$ cat src/rtl/reg_bank_pkg.sv
// -----------------------------------------------------------------------------
// reg_bank_pkg
// Shared types and helpers for the reg_bank_seq capture bank.
//   state_e     : top-level FSM states (RUN = normal loading, CLR = clear sweep)
//   MODE_*      : update-policy encodings of the 2-bit mode input
//                 (encoding 3 behaves like MODE_HOLD)
//   get_slice() : extracts a w-bit field at position idx from a packed vector
//                 holding up to SLICE_MAX bits
// -----------------------------------------------------------------------------
package reg_bank_pkg;

    typedef enum logic {
        ST_RUN = 1'b0,
        ST_CLR = 1'b1
    } state_e;

    localparam logic [1:0] MODE_PASS    = 2'd0;
    localparam logic [1:0] MODE_CAPTURE = 2'd1;
    localparam logic [1:0] MODE_HOLD    = 2'd2;

    // Widest packed vector get_slice() can address; NCH*W must not exceed it.
    localparam int SLICE_MAX = 256;

    // Returns field idx of width w, zero-extended to SLICE_MAX bits.
    // Callers cast the result down to their own field width.
    function automatic logic [SLICE_MAX-1:0] get_slice(
        input logic [SLICE_MAX-1:0] vec,
        input int                   idx,
        input int                   w
    );
        logic [SLICE_MAX-1:0] mask;
        mask = '0;
        for (int b = 0; b < SLICE_MAX; b++) begin
            if (b < w) mask[b] = 1'b1;
        end
        return (vec >> (idx * w)) & mask;
    endfunction

endpackage

$ cat src/rtl/reg_bank_chan.sv
// -----------------------------------------------------------------------------
// reg_bank_chan
// One channel of the capture bank: a W-bit register with a per-instance reset
// value and a registered strobe that pulses the cycle after the stored value
// actually changes.
// Ports:
//   clk        : rising-edge clock
//   reset      : synchronous active-high reset (restores RST_VAL, clears chg)
//   load_i     : load load_val_i into the register this cycle
//   load_val_i : value to load
//   q_o        : registered channel value
//   chg_o      : registered change strobe
// -----------------------------------------------------------------------------
module reg_bank_chan #(
    parameter int          W       = 1,
    parameter logic [W-1:0] RST_VAL = '0
) (
    input  logic         clk,
    input  logic         reset,
    input  logic         load_i,
    input  logic [W-1:0] load_val_i,
    output logic [W-1:0] q_o,
    output logic         chg_o
);

    logic [W-1:0] val_q, val_d;
    logic         chg_q, chg_d;

    always_comb begin
        val_d = val_q;
        chg_d = 1'b0;
        if (load_i) begin
            val_d = load_val_i;
            // Reloading the value already held is not a change.
            chg_d = (load_val_i != val_q);
        end
    end

    always_ff @(posedge clk) begin
        if (reset) begin
            val_q <= RST_VAL;
            chg_q <= 1'b0;
        end else begin
            val_q <= val_d;
            chg_q <= chg_d;
        end
    end

    assign q_o   = val_q;
    assign chg_o = chg_q;

endmodule

$ cat src/rtl/reg_bank_seq.sv
// -----------------------------------------------------------------------------
// reg_bank_seq
// NCH-channel registered capture bank with selectable update policy and a
// channel-by-channel soft clear back to RST_VAL.
// Parameters:
//   NCH     : number of channels (>= 1)
//   W       : bits per channel (>= 1)
//   RST_VAL : reset / soft-clear value, channel i in bits [i*W +: W]
// Ports:
//   clk      : rising-edge clock
//   reset    : synchronous active-high reset, overrides everything
//   mode     : 0 PASS, 1 CAPTURE, 2/3 HOLD
//   in_data  : candidate values, packed per channel
//   in_vld   : capture qualifier (CAPTURE mode only)
//   soft_clr : request a sequenced restore of RST_VAL
//   out_data : registered channel values
//   out_vld  : pulse the cycle after any RUN-state load
//   chg      : per-channel pulse the cycle after that channel changed
//   busy     : high while the clear sweep is running
// -----------------------------------------------------------------------------
module reg_bank_seq
    import reg_bank_pkg::*;
#(
    parameter int                 NCH     = 3,
    parameter int                 W       = 1,
    parameter logic [NCH*W-1:0]   RST_VAL = '0
) (
    input  logic             clk,
    input  logic             reset,
    input  logic [1:0]       mode,
    input  logic [NCH*W-1:0] in_data,
    input  logic             in_vld,
    input  logic             soft_clr,
    output logic [NCH*W-1:0] out_data,
    output logic             out_vld,
    output logic [NCH-1:0]   chg,
    output logic             busy
);

    localparam int IW = (NCH > 1) ? $clog2(NCH) : 1;

    state_e            state_q, state_d;
    logic [IW-1:0]     idx_q, idx_d;
    logic              vld_q, vld_d;
    logic              busy_q, busy_d;
    logic              load_all;
    logic [NCH-1:0]    clr_sel;
    logic [SLICE_MAX-1:0] in_ext;

    assign in_ext = SLICE_MAX'(in_data);

    always_comb begin
        state_d  = state_q;
        idx_d    = idx_q;
        vld_d    = 1'b0;
        load_all = 1'b0;
        clr_sel  = '0;

        unique case (state_q)
            ST_RUN: begin
                if (soft_clr) begin
                    // The clear request pre-empts any load in the same cycle.
                    state_d = ST_CLR;
                    idx_d   = '0;
                end else begin
                    case (mode)
                        MODE_PASS: begin
                            load_all = 1'b1;
                            vld_d    = 1'b1;
                        end
                        MODE_CAPTURE: begin
                            load_all = in_vld;
                            vld_d    = in_vld;
                        end
                        default: ;
                    endcase
                end
            end
            ST_CLR: begin
                for (int i = 0; i < NCH; i++) begin
                    clr_sel[i] = (idx_q == IW'(i));
                end
                if (idx_q == IW'(NCH - 1)) begin
                    state_d = ST_RUN;
                    idx_d   = '0;
                end else begin
                    idx_d = idx_q + IW'(1);
                end
            end
            default: begin
                state_d = ST_RUN;
                idx_d   = '0;
            end
        endcase

        // Registering the next state makes busy line up with the CLR cycles.
        busy_d = (state_d == ST_CLR);
    end

    always_ff @(posedge clk) begin
        if (reset) begin
            state_q <= ST_RUN;
            idx_q   <= '0;
            vld_q   <= 1'b0;
            busy_q  <= 1'b0;
        end else begin
            state_q <= state_d;
            idx_q   <= idx_d;
            vld_q   <= vld_d;
            busy_q  <= busy_d;
        end
    end

    for (genvar i = 0; i < NCH; i++) begin : g_chan
        localparam logic [W-1:0] CH_RST = RST_VAL[i*W +: W];

        logic         ch_load;
        logic [W-1:0] ch_val;

        assign ch_load = load_all | clr_sel[i];
        assign ch_val  = clr_sel[i] ? CH_RST : W'(get_slice(in_ext, i, W));

        reg_bank_chan #(
            .W       (W),
            .RST_VAL (CH_RST)
        ) u_chan (
            .clk        (clk),
            .reset      (reset),
            .load_i     (ch_load),
            .load_val_i (ch_val),
            .q_o        (out_data[i*W +: W]),
            .chg_o      (chg[i])
        );
    end

    assign out_vld = vld_q;
    assign busy    = busy_q;

endmodule

$ cat config.mk
export PLATFORM = sky130hd
export DESIGN_NAME = reg_bank_seq
export DESIGN_NICKNAME = d
export VERILOG_FILES = /design/src/rtl/reg_bank_pkg.sv /design/src/rtl/reg_bank_chan.sv /design/src/rtl/reg_bank_seq.sv
export SDC_FILE = /design/constraint.sdc
export NUM_CORES = 1
export LEC_CHECK = 0
export BUFFER_PORTS_ARGS = -buffer_cell sky130_fd_sc_hd__buf_4
export CAP_MARGIN = 20
export CORE_AREA = 2 2 39 41
export DETAILED_ROUTE_END_ITERATION = 16
export DIE_AREA = 0 0 41 43
export PLACE_DENSITY = 0.71
export SYNTH_ARGS = -nofsm -noshare
export SYNTH_HDL_FRONTEND = slang
export SYNTH_SLANG_ARGS = --single-unit
$ cat constraint.sdc
create_clock -name clk -period 2.03 [get_ports clk]
set_input_delay 0.3045 -clock clk [delete_from_list [all_inputs] [get_ports clk]]
set_output_delay 0.3045 -clock clk [all_outputs]
set_load 0.02 [all_outputs]
==> tab_implementation.tex, run 1 <==
\begin{tabular}{lr}
\hline
Metric & Value \\
\hline
\multicolumn{2}{l}{\textbf{Run status}} \\
\quad Status & complete, no violations \\
\multicolumn{2}{l}{\textbf{Power and ir drop}} \\
\quad Worst supply voltage drop on vdd & 356 µV \\
\quad Leak Pwr & around 0.25 nW \\
\quad Internal power & 0.000342 W \\
\quad Part of the power in combinational logic & 0.129 \\
\quad Switching power share of the total & 0.241 \\
\quad Clock network fraction of design power & 0.403 \\
\quad Pwr/cell area & between 700 and 800 nW/µm² \\
\quad Net switching power & 0.000108 W \\
\quad Sequential share of power & 0.468 \\
\multicolumn{2}{l}{\textbf{Synth}} \\
\quad Most used flip-flop cell after synthesis & dfxtp\_1 \\
\quad Synthesis-stage register bit count & 10 \\
\quad Number of unique standard cell types used by synthesis & 19 \\
\quad Warning count from the yosys run & 0 \\
\quad Share of the synthesized area in the top cell type & 0.418 \\
\quad Most frequent cells after synthesis & 10 x dfxtp\_1, 6 x buf\_4, 5 x nor2\_1 \\
\quad Number of flops mapped to enable cells by yosys & 0 \\
\quad Largest area contributor in the netlist & dfxtp\_1 \\
\quad Most used standard cell by instance count after synthesis & dfxtp\_1 \\
\quad Area of the mapped netlist & 479 µm² \\
\quad Syn\_nets & 59 \\
\quad Area contributors post-synth & dfxtp\_1 42\%, buf\_4 9.4\%, mux2i\_1 6.3\% \\
\quad Syn\_area\_per\_cell & roughly 9.6 µm² \\
\quad Part of the Yosys area used for sequential elements & 0.418 \\
\quad Gate count after technology mapping & 50 \\
\quad Fraction of registers with async set or reset after synthesis & 0 \\
\multicolumn{2}{l}{\textbf{Detailed routing}} \\
\quad Post-route DRC violation count & 0 \\
\quad Total routed wirelength & a little under 800 µm \\
\quad Starting DRC count in detailed routing & 10 \\
\quad Avg Vias per Cell & $\sim$4.7 \\
\quad Number of antenna-violating nets in the routed design & 0 \\
\quad TritonRoute pass-1 iters & 4 \\
\quad Average detailed-routed wire length per instance & between 9 and 10 µm \\
\quad Overall via count from detail\_route & 369 \\
\multicolumn{2}{l}{\textbf{STA}} \\
\quad Time the final worst path needs with I/O delays and setup & $\sim$1400 ps \\
\quad Slew HR & 0.597 \\
\quad Fin. max-slew vios & 0 \\
\quad Post-route clock skew & between 0.5 and 0.6 ps \\
\quad Unrepaired setup endpoints after global routing & no \\
\quad Hold Slack & about 290 ps \\
\quad Slew of the pin with the lowest slew margin & roughly 600 ps \\
\quad Setup violations, final & 0 \\
\quad Final setup slack of the worst path & 587 ps \\
\quad Endpoints failing hold & 0 \\
\quad FMAX & a little under 700 MHz \\
\quad Setup TNS Final & 0 ps \\
\quad Share of the cycle needed by the critical path after routing & 0.711 \\
\multicolumn{2}{l}{\textbf{Placement}} \\
\quad Count of port buffers added during placement & 16 \\
\quad Placer's final routability congestion estimate & 0.642 \\
\quad HPWL after detailed placement & about 600 µm \\
\quad Pre-CTS setup slack & roughly 490 ps \\
\multicolumn{2}{l}{\textbf{Clock network}} \\
\quad Clock Sink Count & 10 \\
\quad Cell at the root of the clock tree & clkbuf\_4 \\
\quad Postcts setup bufs & 0 \\
\quad TritonCTS clock tree & done \\
\quad H-tree Lvls & 1 \\
\quad Clock insertion delay at the later pin of the skew report & 270 ps \\
\quad Clock tree buffer depth & 2 \\
\quad Number of hold buffers added after cts & 0 \\
\quad Clock Pin Slew Worst Setup and Hold Paths & about 70 ps \\
\quad Number of gates resized after cts & 0 \\
\quad Inserted Clock Buffers & 3 \\
\multicolumn{2}{l}{\textbf{Run}} \\
\quad Reported max-cap violation count & 0 \\
\multicolumn{2}{l}{\textbf{Floorplan}} \\
\quad Cell Rows & 14 \\
\quad Effective utilization at floorplan & 0.346 \\
\quad Die extent in x & slightly above 40 µm \\
\quad Area inside the core boundary & 1380 µm² \\
\quad DIE HEIGHT & between 40 and 50 µm \\
\quad Die outline area & roughly 1800 µm² \\
\quad Top-Level Pins & 17 \\
\multicolumn{2}{l}{\textbf{Worst setup path}} \\
\quad Reg2Reg Setup Slack & about 590 ps \\
\quad Data required time at the worst endpoint & approximately 2200 ps \\
\quad Worst Path Class, Setup & flip-flop to flip-flop \\
\quad Crit path DAT & around 1600 ps \\
\quad Category of the worst setup path launch point & flip-flop \\
\quad Capturing element type of the critical path & flip-flop \\
\quad Worst-path fanout max & 9 \\
\multicolumn{2}{l}{\textbf{Final layout}} \\
\quad Layout cell share with drive strength beyond 1 & 0.381 \\
\quad Number of antenna cells inserted & 0 \\
\quad FILL cells & 139 \\
\quad Final nets & 73 \\
\quad Synthesis-to-finish area growth & 26.6\% \\
\multicolumn{2}{l}{\textbf{Global routing}} \\
\quad Global-route total usage across every layer & 0.126 \\
\quad Total congestion overflow after global routing & 0 \\
\quad Via count of the first global-routing pass & $\sim$320 \\
\quad Wire length of the first global-routing pass & roughly 1400 µm \\
\quad Number of antenna violations at the first check in global routing & 0 \\
\quad Maximum number of pins on one net before global-route repair & 11 \\
\multicolumn{2}{l}{\textbf{Worst hold path}} \\
\quad Path type of the worst min-delay path & input pin to flip-flop \\
\hline
\end{tabular}
==> registers in the layout, summed over array words and instances (netlist names) <==
signal and cells:
g_chan.u_chan.chg_o 3, g_chan.u_chan.q_o 3, busy 1, idx_q 2
out_vld 1
==> cell type report <==
class,instances,area [µm²],share of cell area
flip-flops and latches,10,200,0.330
inverters,1,3.75,0.00619
repair buffers,16,120,0.198
well taps,16,20.0,0.0330
multi-input cells,32,226,0.373
clock buffers,4,36.3,0.0598
==> critical path, cell delays in order (launching register included) <==
cell       delay [ps]
dfxtp_1           370
a2111oi_4         620
mux2i_1           290
nor3_2             50
==> worst paths after layout <==
path	start	endpoint	depth (start not counted)
hold reg to reg	g_chan[1].u_chan.q_o$_SDFFE_PP0P_	g_chan[1].u_chan.chg_o$_SDFF_PP0_	2
hold / removal	reset	out_vld$_SDFF_PP0_	2
setup / recovery	busy$_SDFF_PP0_	g_chan[1].u_chan.q_o$_SDFFE_PP0P_	3
setup reg to reg	busy$_SDFF_PP0_	g_chan[1].u_chan.q_o$_SDFFE_PP0P_	3
==> cell usage in the layout (no fill, tap or decap) <==
cell / synthesis / final
a2111oi_4: 1 / 1
a21oi_1: 3 / 3
a31oi_1: 2 / 2
and3b_1: 1 / 1
buf_4: 6 / 16
clkbuf_4: 0 / 3
clkbuf_8: 0 / 1
dfxtp_1: 10 / 10
inv_1: 1 / 1
mux2i_1: 3 / 3
nand2_1: 4 / 4
nand3_1: 1 / 1
nand3b_1: 2 / 2
nand4bb_1: 1 / 1
nor2_1: 5 / 5
nor2b_1: 2 / 2
nor3_1: 1 / 1
nor3_2: 3 / 3
nor3b_1: 2 / 2
o21ai_0: 1 / 1
==> cell families after synthesis <==
| group | after synthesis | synth area share |
|---|---|---|
| AOI/OAI and AO/OA | 7 | 0.125 |
| buffers and inverters | 8 | 0.110 |
| DFF | 10 | 0.418 |
| and+or+nand+nor | 22 | 0.285 |
| muxes | 3 | 0.0627 |
==> stage by stage <==
stage	instances	total power (W)	area, µm²	util
global route	79	0.000481	607	0.439
CTS	79	0.000457	607	0.439
detailed placement	75	0.000274	571	0.412
finish	79	0.000450	607	0.439
global placement	75	0.000273	571	0.412
floorplan	50	0.000251	479	-
==> per-layer routing <==
metal / share of wire / track usage
met5: 0 / 0
met1: 0.47 / 0.156
met4: 0.011 / 0.0600
met2: 0.40 / 0.153
met3: 0.12 / 0.0995
==> power groups by stage <==
stage	Sequential [W]	Combinational (W)	Clock (W)
after floorplan	0.000216	0.0000348	0
after global placement	0.000215	0.0000582	0
after detailed placement	0.000215	0.0000590	0
after CTS	0.000211	0.0000590	0.000188
after global routing	0.000212	0.0000647	0.000204
final	0.000211	0.0000582	0.000181
Power figures use the tool's default switching activity.
==> run 2: changes to the inputs <==
--- a/config.mk
+++ b/config.mk
@@ -10,7 +10,7 @@
 export CORE_AREA = 2 2 39 41
 export DETAILED_ROUTE_END_ITERATION = 16
 export DIE_AREA = 0 0 41 43
-export PLACE_DENSITY = 0.71
+export PLACE_DENSITY = 0.73
 export SYNTH_ARGS = -nofsm -noshare
 export SYNTH_HDL_FRONTEND = slang
 export SYNTH_SLANG_ARGS = --single-unit
==> constraint.sdc (replaced) <==
create_clock -name clk -period 1.2 [get_ports clk]
set_input_delay 0.18 -clock clk [delete_from_list [all_inputs] [get_ports clk]]
set_output_delay 0.18 -clock clk [all_outputs]
set_load 0.02 [all_outputs]
==> run 2 against run 1 <==
Net effect: the run now ends with negative setup slack left; first-iteration DRC count down 60%; critical path depth is 1 higher; sequential power rose by 69%; clock power rose by 65%; critical path type unchanged; critical endpoint is now g_chan[0].u_chan.q_o$_SDFFE_PP0P_.
==> tab_implementation.tex, run 2 (synthesized netlist as in run 1, its figures left out) <==
\begin{tabular}{lr}
\hline
Metric & Value \\
\hline
\multicolumn{2}{l}{\textbf{Final layout}} \\
\quad Commonest cells after routing, fill and taps aside & 20 x buf\_4, 9 x dfxtp\_1, 5 x nor2\_1, 4 x nand2\_1 \\
\quad Cell area after layout & 649 µm² (+7.0\%) \\
\quad Layout cell share with drive strength beyond 1 & 0.463 (+0.0817) \\
\quad Number of antenna cells inserted & 0 (unchanged) \\
\quad Post-layout util & 0.469 (+0.0307) \\
\quad Cell Count, Final, Fillers Out & 83 (+5.1\%) \\
\quad Commonest non-fill, non-tap cell in the layout & buf\_4 \\
\quad Synthesis-to-finish area growth & 35.5\% \\
\quad Final nets & 77 (+5.5\%) \\
\multicolumn{2}{l}{\textbf{STA}} \\
\quad Time the final worst path needs with I/O delays and setup & 1210 ps (-228 ps) \\
\quad Post-route clock skew & 3.01 ps (+2.43 ps) \\
\quad Setup violations, final & 1 (+1) \\
\quad Slew HR & 0.807 (+0.210) \\
\quad Fin. max-slew vios & 0 (unchanged) \\
\quad Endpoints failing hold & 0 (unchanged) \\
\quad Share of the cycle needed by the critical path after routing & 1.01 (+0.302) \\
\quad Unrepaired setup endpoints after global routing & yes \\
\quad Slew of the pin with the lowest slew margin & 288 ps (-316 ps) \\
\quad Setup TNS Final & -14.9 ps (-14.9 ps) \\
\quad Final setup slack of the worst path & -14.9 ps (-602 ps) \\
\quad FMAX & 823 MHz (+19\%) \\
\multicolumn{2}{l}{\textbf{Clock network}} \\
\quad Cell at the root of the clock tree & clkbuf\_4 \\
\quad Inserted Clock Buffers & 3 (unchanged) \\
\quad Clock tree buffer depth & 2 (unchanged) \\
\quad TritonCTS clock tree & done \\
\quad Clock insertion delay at the later pin of the skew report & 260 ps (about the same) \\
\quad Clock Pin Slew Worst Setup and Hold Paths & 70 ps (about the same) \\
\quad Number of hold buffers added after cts & 0 (unchanged) \\
\quad H-tree Lvls & 1 (unchanged) \\
\quad Clock Sink Count & 10 (unchanged) \\
\multicolumn{2}{l}{\textbf{Global routing}} \\
\quad Wire length of the first global-routing pass & 1350 µm (-3.9\%) \\
\quad Maximum number of pins on one net before global-route repair & 11 (unchanged) \\
\quad Global-route total usage across every layer & 0.116 (-0.00984) \\
\quad Via count of the first global-routing pass & 350 (+9.0\%) \\
\quad Total congestion overflow after global routing & 0 (unchanged) \\
\quad Number of antenna violations at the first check in global routing & 0 (unchanged) \\
\multicolumn{2}{l}{\textbf{Worst setup path}} \\
\quad Category of the worst setup path launch point & flip-flop \\
\quad Crit path DAT & 1360 ps (-240 ps) \\
\quad Delay of the slowest cell on the worst path & 370 ps (-250 ps) \\
\quad End of the worst register-to-register path & g\_chan[0].u\_chan.q\_o\$\_SDFFE\_PP0P\_ \\
\quad Reg2Reg Setup Slack & -10 ps (-600 ps) \\
\quad Data required time at the worst endpoint & 1350 ps (-830 ps) \\
\quad Sequence of cells on the critical path & a2111oi\_4 -> buf\_4 -> mux2i\_2 -> nor3\_2 \\
\quad Critical path's slowest cell & dfxtp\_4 \\
\quad Worst-path fanout max & 6 (-3) \\
\quad Startpoint of the worst register-to-register path & busy\$\_SDFF\_PP0\_ \\
\quad Worst Path Class, Setup & flip-flop to flip-flop \\
\quad Worst r2r path cells & 4 (+1) \\
\quad Capturing element type of the critical path & flip-flop \\
\multicolumn{2}{l}{\textbf{Power and ir drop}} \\
\quad Pwr/cell area & 1180 nW/µm² (+60\%) \\
\quad Internal power & 0.000587 W (+72\%) \\
\quad Switching power share of the total & 0.237 (-0.00329) \\
\quad Worst supply voltage drop on vdd & 510 µV (+43\%) \\
\quad Sequential share of power & 0.464 (-0.004) \\
\quad Leak Pwr & 0.272 nW (+10\%) \\
\quad Power, Total & 0.000769 W (+71\%) \\
\quad Clock network fraction of design power & 0.389 (-0.014) \\
\quad Net switching power & 0.000183 W (+69\%) \\
\quad Part of the power in combinational logic & 0.147 (+0.018) \\
\multicolumn{2}{l}{\textbf{Placement}} \\
\quad Placer's final routability congestion estimate & 0.749 (+17\%) \\
\quad Count of port buffers added during placement & 16 (unchanged) \\
\quad Cells after DPL & 78 (+4.0\%) \\
\quad Placed Area & 602 µm² (+5.5\%) \\
\quad HPWL after detailed placement & 700 µm (+17\%) \\
\multicolumn{2}{l}{\textbf{Detailed routing}} \\
\quad Starting DRC count in detailed routing & 4 (-6) \\
\quad Avg Vias per Cell & 4.77 (+2.1\%) \\
\quad Overall via count from detail\_route & 396 (+7.3\%) \\
\quad Post-route DRC violation count & 0 (unchanged) \\
\quad Number of antenna-violating nets in the routed design & 0 (unchanged) \\
\quad Average detailed-routed wire length per instance & 11.1 µm (+12\%) \\
\quad TritonRoute pass-1 iters & 2 (-2) \\
\quad Total routed wirelength & 922 µm (+17\%) \\
\multicolumn{2}{l}{\textbf{Worst hold path}} \\
\quad Path type of the worst min-delay path & input pin to flip-flop \\
\quad Origin of the worst min-delay path & reset \\
\quad Number of cells on the worst hold path & 2 (unchanged) \\
\quad Hold Crit Endpoint & g\_chan[1].u\_chan.q\_o\$\_SDFFE\_PP0P\_ \\
\multicolumn{2}{l}{\textbf{Floorplan}} \\
\quad Die extent in x & 41 µm (unchanged) \\
\quad Area inside the core boundary & 1380 µm² (unchanged) \\
\quad Top-Level Pins & 17 (unchanged) \\
\quad DIE HEIGHT & 43 µm (unchanged) \\
\quad Die outline area & 1760 µm² (unchanged) \\
\quad Cell Rows & 14 (unchanged) \\
\quad Effective utilization at floorplan & 0.346 (unchanged) \\
\multicolumn{2}{l}{\textbf{Run}} \\
\quad Reported max-cap violation count & 0 (unchanged) \\
\multicolumn{2}{l}{\textbf{Run status}} \\
\quad Violated checks & negative setup slack \\
\quad Status & finished with violations \\
\hline
\end{tabular}
-- run 2: cell types whose count changed in the layout (fill, tap and decap cells not counted), sizes merged --
| cell | delta |
|---|---|
| buf | +4 |
-- run 2: power by group through the flow --
stage,Combinational [W],Sequential [W],Clock [W]
3_5_place_dp,0.000108,0.000365,0
5_1_grt,0.000124,0.000359,0.000326
4_1_cts,0.000108,0.000358,0.000305
3_3_place_gp,0.000106,0.000364,0
6_report,0.000113,0.000357,0.000299
2_1_floorplan,0.0000597,0.000366,0
-- run 2: worst max-delay path by stage --
stage                                from                           endpoint  slack (ps)  depth (start not counted)
after CTS                 busy$_SDFF_PP0_  g_chan[0].u_chan.q_o$_SDFFE_PP0P_         0.4                          4
final                     busy$_SDFF_PP0_  g_chan[0].u_chan.q_o$_SDFFE_PP0P_         -10                          4
after global routing      busy$_SDFF_PP0_  g_chan[0].u_chan.q_o$_SDFFE_PP0P_         -80                          4
after floorplan                    in_vld  g_chan[0].u_chan.q_o$_SDFFE_PP0P_         -10                          4
after global placement             in_vld  g_chan[0].u_chan.q_o$_SDFFE_PP0P_         -40                          6
after detailed placement           in_vld  g_chan[0].u_chan.q_o$_SDFFE_PP0P_        -110                          6
-- run 2: timing repair --
action,4_1_cts,5_1_grt
gates resized for setup,0,1
setup buffers,0,1
setup endpoints to repair,0,2
-- run 2: layer usage --
layer | GRT usage | share of wire | wire length [µm] | up-vias
met5 | 0 | 0 | 0 | -
met1 | 0.134 | 0.40 | 370 | 177
li1 | - | - | - | 205
met2 | 0.175 | 0.53 | 489 | 12
met3 | 0.0314 | 0.059 | 54 | 2
met4 | 0.0800 | 0.0087 | 8 | 0
-- run 2: worst max-delay path, delay by kind of cell, from the launching register on --
family / cells / cell delay [ps]
muxes: 1 / 260
and+or+nand+nor: 1 / 50
DFF: 1 / 370
buffers and inverters: 1 / 210
AOI/OAI and AO/OA: 1 / 210
-- run 2: final cells by class --
| class | instances | area, µm² |
|---|---|---|
| Fill cell | 138 | 734 |
| Multi-Input combinational cell | 32 | 235 |
| Sequential cell | 10 | 204 |
| Timing Repair Buffer | 20 | 150 |
| Clock buffer | 4 | 36.3 |
| Tap cell | 16 | 20.0 |
| Inverter | 1 | 3.75 |
-- run 2: through the flow --
| stage | hold slack [ps] | setup slack [ps] |
|---|---|---|
| 2_1_floorplan | 351 | -10.8 |
| 3_3_place_gp | 454 | -38.0 |
| 3_5_place_dp | 454 | -107 |
| 4_1_cts | 179 | 0.375 |
| 5_1_grt | 174 | -84.5 |
| 6_report | 176 | -14.9 |
==> run 3: changes to the inputs <==
--- a/config.mk
+++ b/config.mk
@@ -11,6 +11,7 @@
 export DETAILED_ROUTE_END_ITERATION = 16
 export DIE_AREA = 0 0 41 43
 export PLACE_DENSITY = 0.73
+export RECOVER_POWER = 100
 export SYNTH_ARGS = -nofsm -noshare
 export SYNTH_HDL_FRONTEND = slang
 export SYNTH_SLANG_ARGS = --single-unit
==> run 3 against run 2 <==
Net effect: the run still ends with negative setup slack left; highest routed layer unchanged; largest power group unchanged; register-to-register slack about the same; non-clock buffer count unchanged; sequential power about the same; cell count unchanged; via count did not move; die area unchanged.
==> tab_implementation.tex, run 3 (synthesized netlist as in run 1, its figures left out) <==
\begin{tabular}{lr}
\hline
Metric & Value \\
\hline
\multicolumn{2}{l}{\textbf{Run status}} \\
\quad Status & finished with violations \\
\quad Violated checks & negative setup slack \\
\multicolumn{2}{l}{\textbf{Global routing}} \\
\quad Number of antenna violations at the first check in global routing & 0 (unchanged) \\
\quad Via count of the first global-routing pass & 350 (unchanged) \\
\quad Wire length of the first global-routing pass & 1350 µm (unchanged) \\
\quad Total congestion overflow after global routing & 0 (unchanged) \\
\quad Maximum number of pins on one net before global-route repair & 11 (unchanged) \\
\quad Global-route total usage across every layer & 0.116 (unchanged) \\
\multicolumn{2}{l}{\textbf{STA}} \\
\quad Setup TNS Final & -14.9 ps (-0.000200 ps) \\
\quad Time the final worst path needs with I/O delays and setup & 1210 ps (+0.000200 ps) \\
\quad Share of the cycle needed by the critical path after routing & 1.01 (about the same) \\
\quad Slew HR & 0.807 (unchanged) \\
\quad Hold Slack & 176 ps (+0.0120 ps) \\
\quad Unrepaired setup endpoints after global routing & yes \\
\quad FMAX & 823 MHz (unchanged) \\
\quad Setup violations, final & 1 (unchanged) \\
\quad Endpoints failing hold & 0 (unchanged) \\
\quad Final setup slack of the worst path & -14.9 ps (-0.000200 ps) \\
\quad Fin. max-slew vios & 0 (unchanged) \\
\quad Slew of the pin with the lowest slew margin & 288 ps (unchanged) \\
\quad Post-route clock skew & 3.01 ps (unchanged) \\
\multicolumn{2}{l}{\textbf{Clock network}} \\
\quad Clock insertion delay at the later pin of the skew report & 260 ps (about the same) \\
\quad Clock Sink Count & 10 (unchanged) \\
\quad Clock Pin Slew Worst Setup and Hold Paths & 70 ps (about the same) \\
\quad Cell at the root of the clock tree & clkbuf\_4 \\
\quad H-tree Lvls & 1 (unchanged) \\
\quad Clock tree buffer depth & 2 (unchanged) \\
\quad TritonCTS clock tree & done \\
\quad Inserted Clock Buffers & 3 (unchanged) \\
\quad Number of hold buffers added after cts & 0 (unchanged) \\
\multicolumn{2}{l}{\textbf{Placement}} \\
\quad HPWL after detailed placement & 700 µm (unchanged) \\
\quad Count of port buffers added during placement & 16 (unchanged) \\
\quad Pre-CTS setup slack & -107 ps (unchanged) \\
\quad Placer's final routability congestion estimate & 0.749 (unchanged) \\
\multicolumn{2}{l}{\textbf{Final layout}} \\
\quad Synthesis-to-finish area growth & 32.4\% \\
\quad Number of antenna cells inserted & 0 (unchanged) \\
\quad Final nets & 77 (unchanged) \\
\quad Commonest non-fill, non-tap cell in the layout & buf\_4 \\
\quad Layout cell share with drive strength beyond 1 & 0.403 (-0.0597) \\
\quad Commonest cells after routing, fill and taps aside & 16 x buf\_4, 9 x dfxtp\_1, 5 x nor2\_1, 4 x nand2\_1, 4 x clkbuf\_1 \\
\multicolumn{2}{l}{\textbf{Worst setup path}} \\
\quad Data required time at the worst endpoint & 1350 ps (about the same) \\
\quad Capturing element type of the critical path & flip-flop \\
\quad Path length in cells of the critical path & 4 (unchanged) \\
\quad Number of buffer and inverter instances along the worst setup path & 1 (unchanged) \\
\quad Sequence of cells on the critical path & a2111oi\_4 -> buf\_4 -> mux2i\_2 -> nor3\_2 \\
\quad Category of the worst setup path launch point & flip-flop \\
\quad Delay of the slowest cell on the worst path & 370 ps (about the same) \\
\quad Critical path's slowest cell & dfxtp\_4 \\
\quad Crit path DAT & 1360 ps (about the same) \\
\quad Worst Path Class, Setup & flip-flop to flip-flop \\
\quad Worst r2r path cells & 4 (unchanged) \\
\quad Worst-path fanout max & 6 (unchanged) \\
\quad Delay-heaviest family, CP & flip-flops \\
\multicolumn{2}{l}{\textbf{Floorplan}} \\
\quad Top-Level Pins & 17 (unchanged) \\
\quad Cell Rows & 14 (unchanged) \\
\quad Area inside the core boundary & 1380 µm² (unchanged) \\
\quad DIE HEIGHT & 43 µm (unchanged) \\
\quad Die extent in x & 41 µm (unchanged) \\
\quad Die outline area & 1760 µm² (unchanged) \\
\quad Effective utilization at floorplan & 0.346 (unchanged) \\
\multicolumn{2}{l}{\textbf{Detailed routing}} \\
\quad TritonRoute pass-1 iters & 2 (unchanged) \\
\quad Overall via count from detail\_route & 396 (unchanged) \\
\quad Avg Vias per Cell & 4.77 (unchanged) \\
\quad Average detailed-routed wire length per instance & 11.1 µm (+0.22\%) \\
\quad Total routed wirelength & 924 µm (+0.22\%) \\
\quad Number of antenna-violating nets in the routed design & 0 (unchanged) \\
\quad Starting DRC count in detailed routing & 4 (unchanged) \\
\quad Post-route DRC violation count & 0 (unchanged) \\
\multicolumn{2}{l}{\textbf{Worst hold path}} \\
\quad Number of cells on the worst hold path & 2 (unchanged) \\
\quad Path type of the worst min-delay path & input pin to flip-flop \\
\multicolumn{2}{l}{\textbf{Power and ir drop}} \\
\quad Worst supply voltage drop on vdd & 509 µV (-0.22\%) \\
\quad Leak Pwr & 0.255 nW (-6.2\%) \\
\quad Pwr/cell area & 1210 nW/µm² (+2.0\%) \\
\multicolumn{2}{l}{\textbf{Run}} \\
\quad Reported max-cap violation count & 0 (unchanged) \\
\hline
\end{tabular}
==> run 3: cell types whose count changed in the layout (fill, tap and decap cells not counted) <==
cell / delta
buf_4: -4
clkbuf_1: +4
==> run 3: report_power, final <==
part	internal, W	switching (W)
Clock	0.000184	0.000115
Sequential	0.000344	0.0000130
Combinational	0.0000564	0.0000543
==> run 3: repair_timing <==
action | in CTS | in global routing
hold endpoints to repair | 0 | 0
buffers inserted | 0 | 1
resized for setup | 0 | 1
setup endpoints to repair | 0 | 2
==> run 3: layer usage <==
metal	part of all wire	wire (µm)	track usage	vias up
met4	0.0087	8	0.0800	0
met1	0.40	369	0.134	177
met2	0.53	488	0.175	12
met3	0.063	58	0.0314	2
met5	0	0	0	-
li1	-	-	-	205
==> run 3: worst paths after layout <==
kind / from / endpoint / slack, ps
max reg2reg: busy$_SDFF_PP0_ / g_chan[0].u_chan.q_o$_SDFFE_PP0P_ / -10
min: reset / g_chan[1].u_chan.q_o$_SDFFE_PP0P_ / 180
min reg2reg: g_chan[2].u_chan.q_o$_SDFFE_PP0P_ / g_chan[2].u_chan.chg_o$_SDFF_PP0_ / 500
max: busy$_SDFF_PP0_ / g_chan[0].u_chan.q_o$_SDFFE_PP0P_ / -10
==> run 3: layout make-up <==
class,instances,area (µm²)
clock buffers,4,36.3
fillers,143,749
inverters,1,3.75
multi-input cells,32,235
flip-flops and latches,10,204
well taps,16,20.0
repair buffers,20,135
==> run 3: through the flow <==
stage / util / power [W] / instances / instance area, µm²
after floorplan: - / 0.000426 / 50 / 488
after global placement: 0.435 / 0.000470 / 78 / 602
after detailed placement: 0.435 / 0.000474 / 78 / 602
after CTS: 0.461 / 0.000771 / 82 / 638
after global routing: 0.458 / 0.000806 / 83 / 634
final: 0.458 / 0.000767 / 83 / 634
